<file path="src/rtl/front_panel_encoders.sv">
// Multi-channel rotary encoder front panel: synchronise, debounce and quadrature-decode
// NUM_ENC encoders with push switches; saturating detent counters behind a clear-on-read port.
module front_panel_encoders #(
  parameter int NUM_ENC             = 2,
  parameter int CNT_WIDTH           = 8,
  parameter int DEBOUNCE_CYCLES     = 1024,
  parameter int QUARTERS_PER_DETENT = 4,
  parameter int SW_ACTIVE_LOW       = 1,
  localparam int SEL_W  = (NUM_ENC > 1) ? $clog2(NUM_ENC) : 1,
  localparam int WORD_W = CNT_WIDTH + 5
) (
  input  logic               clk,
  input  logic               reset_n,
  input  logic [NUM_ENC-1:0] encoder_A,
  input  logic [NUM_ENC-1:0] encoder_B,
  input  logic [NUM_ENC-1:0] encoder_sw,
  input  logic [SEL_W-1:0]   rd_sel,
  input  logic               rd_stb,
  output logic [WORD_W-1:0]  rd_data,
  output logic               irq
);

  localparam int                     DB_W    = $clog2(DEBOUNCE_CYCLES);
  localparam logic [DB_W-1:0]        DB_LAST = DB_W'(DEBOUNCE_CYCLES - 1);
  localparam logic signed [3:0]      Q_LIMIT = 4'(QUARTERS_PER_DETENT);
  localparam logic [CNT_WIDTH-1:0]   D_MAX   = {1'b0, {(CNT_WIDTH-1){1'b1}}};
  localparam logic [CNT_WIDTH-1:0]   D_MIN   = {1'b1, {(CNT_WIDTH-1){1'b0}}};
  localparam logic                   SW_INV  = (SW_ACTIVE_LOW != 0);
  localparam int                     IN_SW   = 2;

  // Field order matches the upper bits of the read word, MSB first.
  typedef struct packed {
    logic err;
    logic ovf;
    logic rot;
    logic press;
  } flags_t;

  // Per channel, bit 0 = A, bit 1 = B, bit 2 = switch.
  logic [2:0]            sync1_q   [NUM_ENC];
  logic [2:0]            sync1_d   [NUM_ENC];
  logic [2:0]            sync2_q   [NUM_ENC];
  logic [2:0]            sync2_d   [NUM_ENC];
  logic [2:0]            deb_q     [NUM_ENC];
  logic [2:0]            deb_d     [NUM_ENC];
  logic [2:0]            init_q    [NUM_ENC];
  logic [2:0]            init_d    [NUM_ENC];
  logic [DB_W-1:0]       cnt_q     [NUM_ENC][3];
  logic [DB_W-1:0]       cnt_d     [NUM_ENC][3];
  logic [1:0]            prev_ab_q [NUM_ENC];
  logic [1:0]            prev_ab_d [NUM_ENC];
  logic signed [3:0]     q_q       [NUM_ENC];
  logic signed [3:0]     q_d       [NUM_ENC];
  logic [CNT_WIDTH-1:0]  delta_q   [NUM_ENC];
  logic [CNT_WIDTH-1:0]  delta_d   [NUM_ENC];
  flags_t                flags_q   [NUM_ENC];
  flags_t                flags_d   [NUM_ENC];
  logic [NUM_ENC-1:0]    live_q, live_d;
  logic [NUM_ENC-1:0]    pressed_q, pressed_d;
  logic [WORD_W-1:0]     rd_data_q, rd_data_d;
  logic                  irq_q, irq_d;

  // Position around the Gray cycle 00,01,11,10 so a step is a modulo-4 difference.
  function automatic logic [1:0] gray_pos(input logic [1:0] ba);
    return {ba[1], ba[1] ^ ba[0]};
  endfunction

  always_comb begin : next_state
    logic [1:0]           step;
    logic signed [3:0]    q_next;
    logic                 up, dn, bad, rd_hit, pressed_now;
    logic [CNT_WIDTH-1:0] delta_next;
    flags_t               flags_next;

    // NOTE: every variable gets a default before any branch so no path can infer a latch.
    step        = '0;
    q_next      = '0;
    up          = 1'b0;
    dn          = 1'b0;
    bad         = 1'b0;
    rd_hit      = 1'b0;
    pressed_now = 1'b0;
    delta_next  = '0;
    flags_next  = '0;
    live_d      = '0;
    pressed_d   = '0;
    irq_d       = 1'b0;
    rd_data_d   = rd_stb ? '0 : rd_data_q;

    for (int i = 0; i < NUM_ENC; i++) begin
      sync1_d[i] = {encoder_sw[i], encoder_B[i], encoder_A[i]};
      sync2_d[i] = sync1_q[i];
      deb_d[i]   = deb_q[i];
      init_d[i]  = init_q[i];

      for (int j = 0; j < 3; j++) begin
        cnt_d[i][j] = '0;
        if (!init_q[i][j]) begin
          // Until the first settle, follow the sample and wait for it to hold still.
          if (sync2_q[i][j] != deb_q[i][j])  deb_d[i][j]  = sync2_q[i][j];
          else if (cnt_q[i][j] == DB_LAST)   init_d[i][j] = 1'b1;
          else                               cnt_d[i][j]  = cnt_q[i][j] + DB_W'(1);
        end else if (sync2_q[i][j] != deb_q[i][j]) begin
          if (cnt_q[i][j] == DB_LAST) deb_d[i][j] = sync2_q[i][j];
          else                        cnt_d[i][j] = cnt_q[i][j] + DB_W'(1);
        end
      end

      // Decoding starts one cycle after every input of the channel has settled.
      live_d[i]    = &init_q[i];
      prev_ab_d[i] = deb_q[i][1:0];
      step         = gray_pos(deb_q[i][1:0]) - gray_pos(prev_ab_q[i]);
      q_next       = q_q[i];
      up           = 1'b0;
      dn           = 1'b0;
      bad          = 1'b0;
      if (live_q[i]) begin
        case (step)
          2'd1:    q_next = q_q[i] + 4'sd1;
          2'd3:    q_next = q_q[i] - 4'sd1;
          2'd2:    bad    = 1'b1;
          default: ;
        endcase
      end
      if (bad) begin
        q_next = '0;
      end else if (q_next == Q_LIMIT) begin
        up     = 1'b1;
        q_next = '0;
      end else if (q_next == -Q_LIMIT) begin
        dn     = 1'b1;
        q_next = '0;
      end
      q_d[i] = q_next;

      // A read clears first; an event in the same cycle then lands on the cleared state.
      rd_hit      = rd_stb && (rd_sel == SEL_W'(i));
      delta_next  = rd_hit ? '0 : delta_q[i];
      flags_next  = rd_hit ? '0 : flags_q[i];
      pressed_now = deb_q[i][IN_SW] ^ SW_INV;
      pressed_d[i] = init_q[i][IN_SW] & pressed_now;

      if (live_q[i] && pressed_now && !pressed_q[i]) flags_next.press = 1'b1;
      if (bad)      flags_next.err = 1'b1;
      if (up || dn) flags_next.rot = 1'b1;
      if (up) begin
        if (delta_next == D_MAX) flags_next.ovf = 1'b1;
        else                     delta_next     = delta_next + CNT_WIDTH'(1);
      end
      if (dn) begin
        if (delta_next == D_MIN) flags_next.ovf = 1'b1;
        else                     delta_next     = delta_next - CNT_WIDTH'(1);
      end
      delta_d[i] = delta_next;
      flags_d[i] = flags_next;

      if (rd_hit) rd_data_d = {flags_q[i], pressed_q[i], delta_q[i]};
      irq_d = irq_d | (|flags_q[i]);
    end
  end

  // NOTE: sequential state is written only with non-blocking assignments.
  always_ff @(posedge clk) begin
    if (!reset_n) begin
      // NOTE: these per-channel arrays are plain flops, so all of them take the reset.
      for (int i = 0; i < NUM_ENC; i++) begin
        sync1_q[i]   <= '0;
        sync2_q[i]   <= '0;
        deb_q[i]     <= '0;
        init_q[i]    <= '0;
        prev_ab_q[i] <= '0;
        q_q[i]       <= '0;
        delta_q[i]   <= '0;
        flags_q[i]   <= '0;
        for (int j = 0; j < 3; j++) cnt_q[i][j] <= '0;
      end
      live_q    <= '0;
      pressed_q <= '0;
      rd_data_q <= '0;
      irq_q     <= 1'b0;
    end else begin
      for (int i = 0; i < NUM_ENC; i++) begin
        sync1_q[i]   <= sync1_d[i];
        sync2_q[i]   <= sync2_d[i];
        deb_q[i]     <= deb_d[i];
        init_q[i]    <= init_d[i];
        prev_ab_q[i] <= prev_ab_d[i];
        q_q[i]       <= q_d[i];
        delta_q[i]   <= delta_d[i];
        flags_q[i]   <= flags_d[i];
        for (int j = 0; j < 3; j++) cnt_q[i][j] <= cnt_d[i][j];
      end
      live_q    <= live_d;
      pressed_q <= pressed_d;
      rd_data_q <= rd_data_d;
      irq_q     <= irq_d;
    end
  end

  assign rd_data = rd_data_q;
  assign irq     = irq_q;

endmodule

</file>
<file path="config.mk">
export PLATFORM = sky130hd
export DESIGN_NAME = front_panel_encoders
export DESIGN_NICKNAME = d
export VERILOG_FILES = /design/src/rtl/front_panel_encoders.sv
export SDC_FILE = /design/constraint.sdc
export NUM_CORES = 1
export LEC_CHECK = 0
export ABC_AREA = 1
export CAP_MARGIN = 20
export CORE_UTILIZATION = 61
export CTS_CLUSTER_DIAMETER = 120
export DETAILED_ROUTE_END_ITERATION = 7
export PLACE_DENSITY = 0.79
export SETUP_SLACK_MARGIN = 0.15
export SYNTH_ARGS = -nofsm -noshare
export SYNTH_HDL_FRONTEND = slang
export SYNTH_SLANG_ARGS = --single-unit
</file>
<file path="constraint.sdc">
create_clock -name clk -period 4.5 [get_ports clk]
set_input_delay 0.9 -clock clk [delete_from_list [all_inputs] [get_ports clk]]
set_output_delay 0.9 -clock clk [all_outputs]
set_load 0.05 [all_outputs]
</file>
==> impl_results.md <==
* Layout cell share with drive strength beyond 1 at 0.102
* WL per Instance at 12.0 µm
* Row cnt at 38
* Adder-cell share of the synthesized area at 0.0294
* Critical path type: reg -> reg
* Synth unique cells at 48
* CTS clk-pin slew, worst paths at 0.06 ns
* Total of warnings raised by yosys at 0
* Initial Utilization at 0.628
* Fin area at 7730 µm²
* Mux contribution to synthesized area at 0
* Status: complete, no violations
* Final clock skew at 0.00637 ns
* Setup violations, final at 0
* Synth area leader: dfxtp_1
* CP endpoint kind: flop
* Compound-Gate Fraction of Synth Area at 0.0984
* Number of synthesized flops with an enable pin at 0
* Synthesized instance count at 941
* RSZ-0062 raised after global routing: no
* Max Cap Viol at 0
* Clk root buf: clkbuf_8
* Post-route setup TNS at 0 ns
* Most used DFF post-synth: dfxtp_1
* Final hold violation count at 0
* CP max FO at 5
* I/O Buffers at 23
* Avg Cell Area, Syn at 7.23 µm²
* Most frequent cell after synthesis: nand2_1
* Antenna viol nets, final at 0
* Largest net degree at the start of global routing at 36
* Gpl congestion at 0.909
* Post-CTS Setup Inserts at 0
* Largest family of logic cells by synthesized area: simple AND/OR/NAND/NOR gates
* Register area share after synthesis at 0.406
* Skew-Pair Late Insertion Delay at 0.54 ns
* Most instantiated cells after synthesis: 182 x nand2_1, 148 x inv_1, 138 x dfxtp_1
* Die W at 108 µm
* Layout area overhead at 13.6%
* Post-detail-place hpwl at 9550 µm
* GR Util All Layers at 0.257
* DP Area at 7170 µm²
* Post-Syn Nets at 967
* Area contributors post-synth: dfxtp_1 41%, nand2_1 10%, inv_1 8.2%, nor2_1 6.8%, a21oi_1 3.6%
* Async SR Flop Fraction at 0
* TritonRoute pass-1 iters at 5
* Leakage at 0.00332 µW
* Power Density at 345 nW/µm²
* Ant. Diodes at 0
* DRC viols at 0
* Synth Cell Area at 6800 µm²
* Initial antenna violation count at 0
* Grt total ovfl at 0
* Required arrival time at the worst endpoint at 4.93 ns
* VDD IR max at 223 µV
* Final wirelength at 13,600 µm
* Vias post-DR at 5,829
* Final Cycle Share at 0.843
* Vias in the first global route at 5,476
* Worst slew pin tran at 0.678 ns
* First-pass GRT wire length at 23,500 µm
* Tmin final at 3.79 ns
* Core ar. at 10,800 µm²
* Clk buf depth at 2
* CTS tree: yes
* Fmax at 264 MHz
* Max_slew headroom at 0.548
* Area share of the largest cell type after synthesis at 0.406
* Sink Count at 138
* Worst Hold Class: reg -> reg
* Post-Synth Simple-Gate Area at 0.318
* Die height at 108 µm
* I/O pin total at 24
* # nets final at 1,000
* XOR/XNOR Fraction of Synth Area at 0.0541
* Fin. max-slew vios at 0
* Resized cells post-CTS at 0
* Number of buffers created by CTS at 17
* Vias/cell at 5.18
* CP startpoint kind: flop
* FF+latch count, synth at 138
* Die Area at 11,600 µm²
* Hold buffers post-CTS at 0
* Htree depth at 4
* Worst path arrival time at 4.23 ns
* Initial DRC Count at 344
layout by cell type, fill, tap and decap left out, drive strengths merged, types with 16 or more instances in the layout:
master	n
a21oi	50
clkbuf	23
clkdlybuf4s50	22
dfxtp	138
ha	16
inv	155
nand2	197
nand3	47
nand4	17
nor2	139
nor3	22
nor3b	17
o21ai	41
xor2	27
worst paths after layout:
check	depth (start not counted)	slack (ns)	to	from
worst min-delay path	2	0.41	sync2_q[0][1]	sync1_q[0][1]
worst max register to register	19	0.71	delta_q[0][5]	deb_q[0][1]
worst max-delay path	19	0.71	delta_q[0][5]	deb_q[0][1]
worst min register to register	2	0.41	sync2_q[0][1]	sync1_q[0][1]
state kept, by name, summed over array words and instances (netlist names):
signal / flops
cnt_q: 60
deb_q: 6
delta_q: 16
flags_q: 8
init_q: 6
irq: 1
live_q: 2
pressed_q: 2
prev_ab_q: 4
q_q: 8
rd_data: 13
sync1_q: 6
sync2_q: 6
area by class of cell:
| cell class | count | area, µm² |
|---|---|---|
| Tap cell | 140 | 175 |
| Clock inverter | 7 | 65.1 |
| Inverter | 156 | 586 |
| Fill cell | 903 | 3110 |
| Clock buffer | 23 | 497 |
| Multi-Input combinational cell | 635 | 3400 |
| Timing Repair Buffer | 26 | 248 |
| Sequential cell | 138 | 2760 |
per-stage QoR:
step	setup slack (ns)	total power, µW	instances	util	hold slack [ns]
after floorplan	1.18	1360	941	-	0.390
after global placement	0.442	1380	1095	0.661	0.394
after detailed placement	0.310	1380	1095	0.661	0.395
after CTS	0.746	2690	1125	0.713	0.409
after global routing	0.281	2760	1125	0.713	0.426
final	0.707	2670	1125	0.713	0.409
where the power goes:
part           switching (µW)  internal, µW  leakage [µW]  total, µW
Clock                     499           810      0.000278       1310
Combinational            64.1          35.0       0.00192       99.1
Sequential               16.4          1240       0.00112       1260
cells by family after synthesis:
kind of cell / after synthesis
xor+xnor: 42
compound gates: 114
buf+inv: 168
fa+ha+maj: 16
simple gates: 463
flops: 138
worst max-delay path: stages, from the launching register on:
cell     delay, ns
dfxtp_1       0.44
xnor2_1       0.11
ha_1          0.34
inv_1         0.08
nand3_2       0.13
xor2_1        0.16
inv_1         0.05
ha_1          0.26
o21a_1        0.20
nor2_1        0.16
nand4_1       0.22
nor2_1        0.29
nand2_1       0.10
o21ai_0       0.35
ha_1          0.24
nand2_1       0.08
nor3_2        0.15
nand3_2       0.14
nand2_2       0.14
nor2_1        0.06
layer usage:
layer | wire, µm | up-vias | GRT usage
li1 | - | 3059 | -
met1 | 6500 | 2636 | 0.318
met2 | 6290 | 118 | 0.429
met3 | 595 | 16 | 0.0642
met4 | 169 | 0 | 0.0969
met5 | 0 | - | 0
No activity file was read; power rests on OpenSTA's default activity.
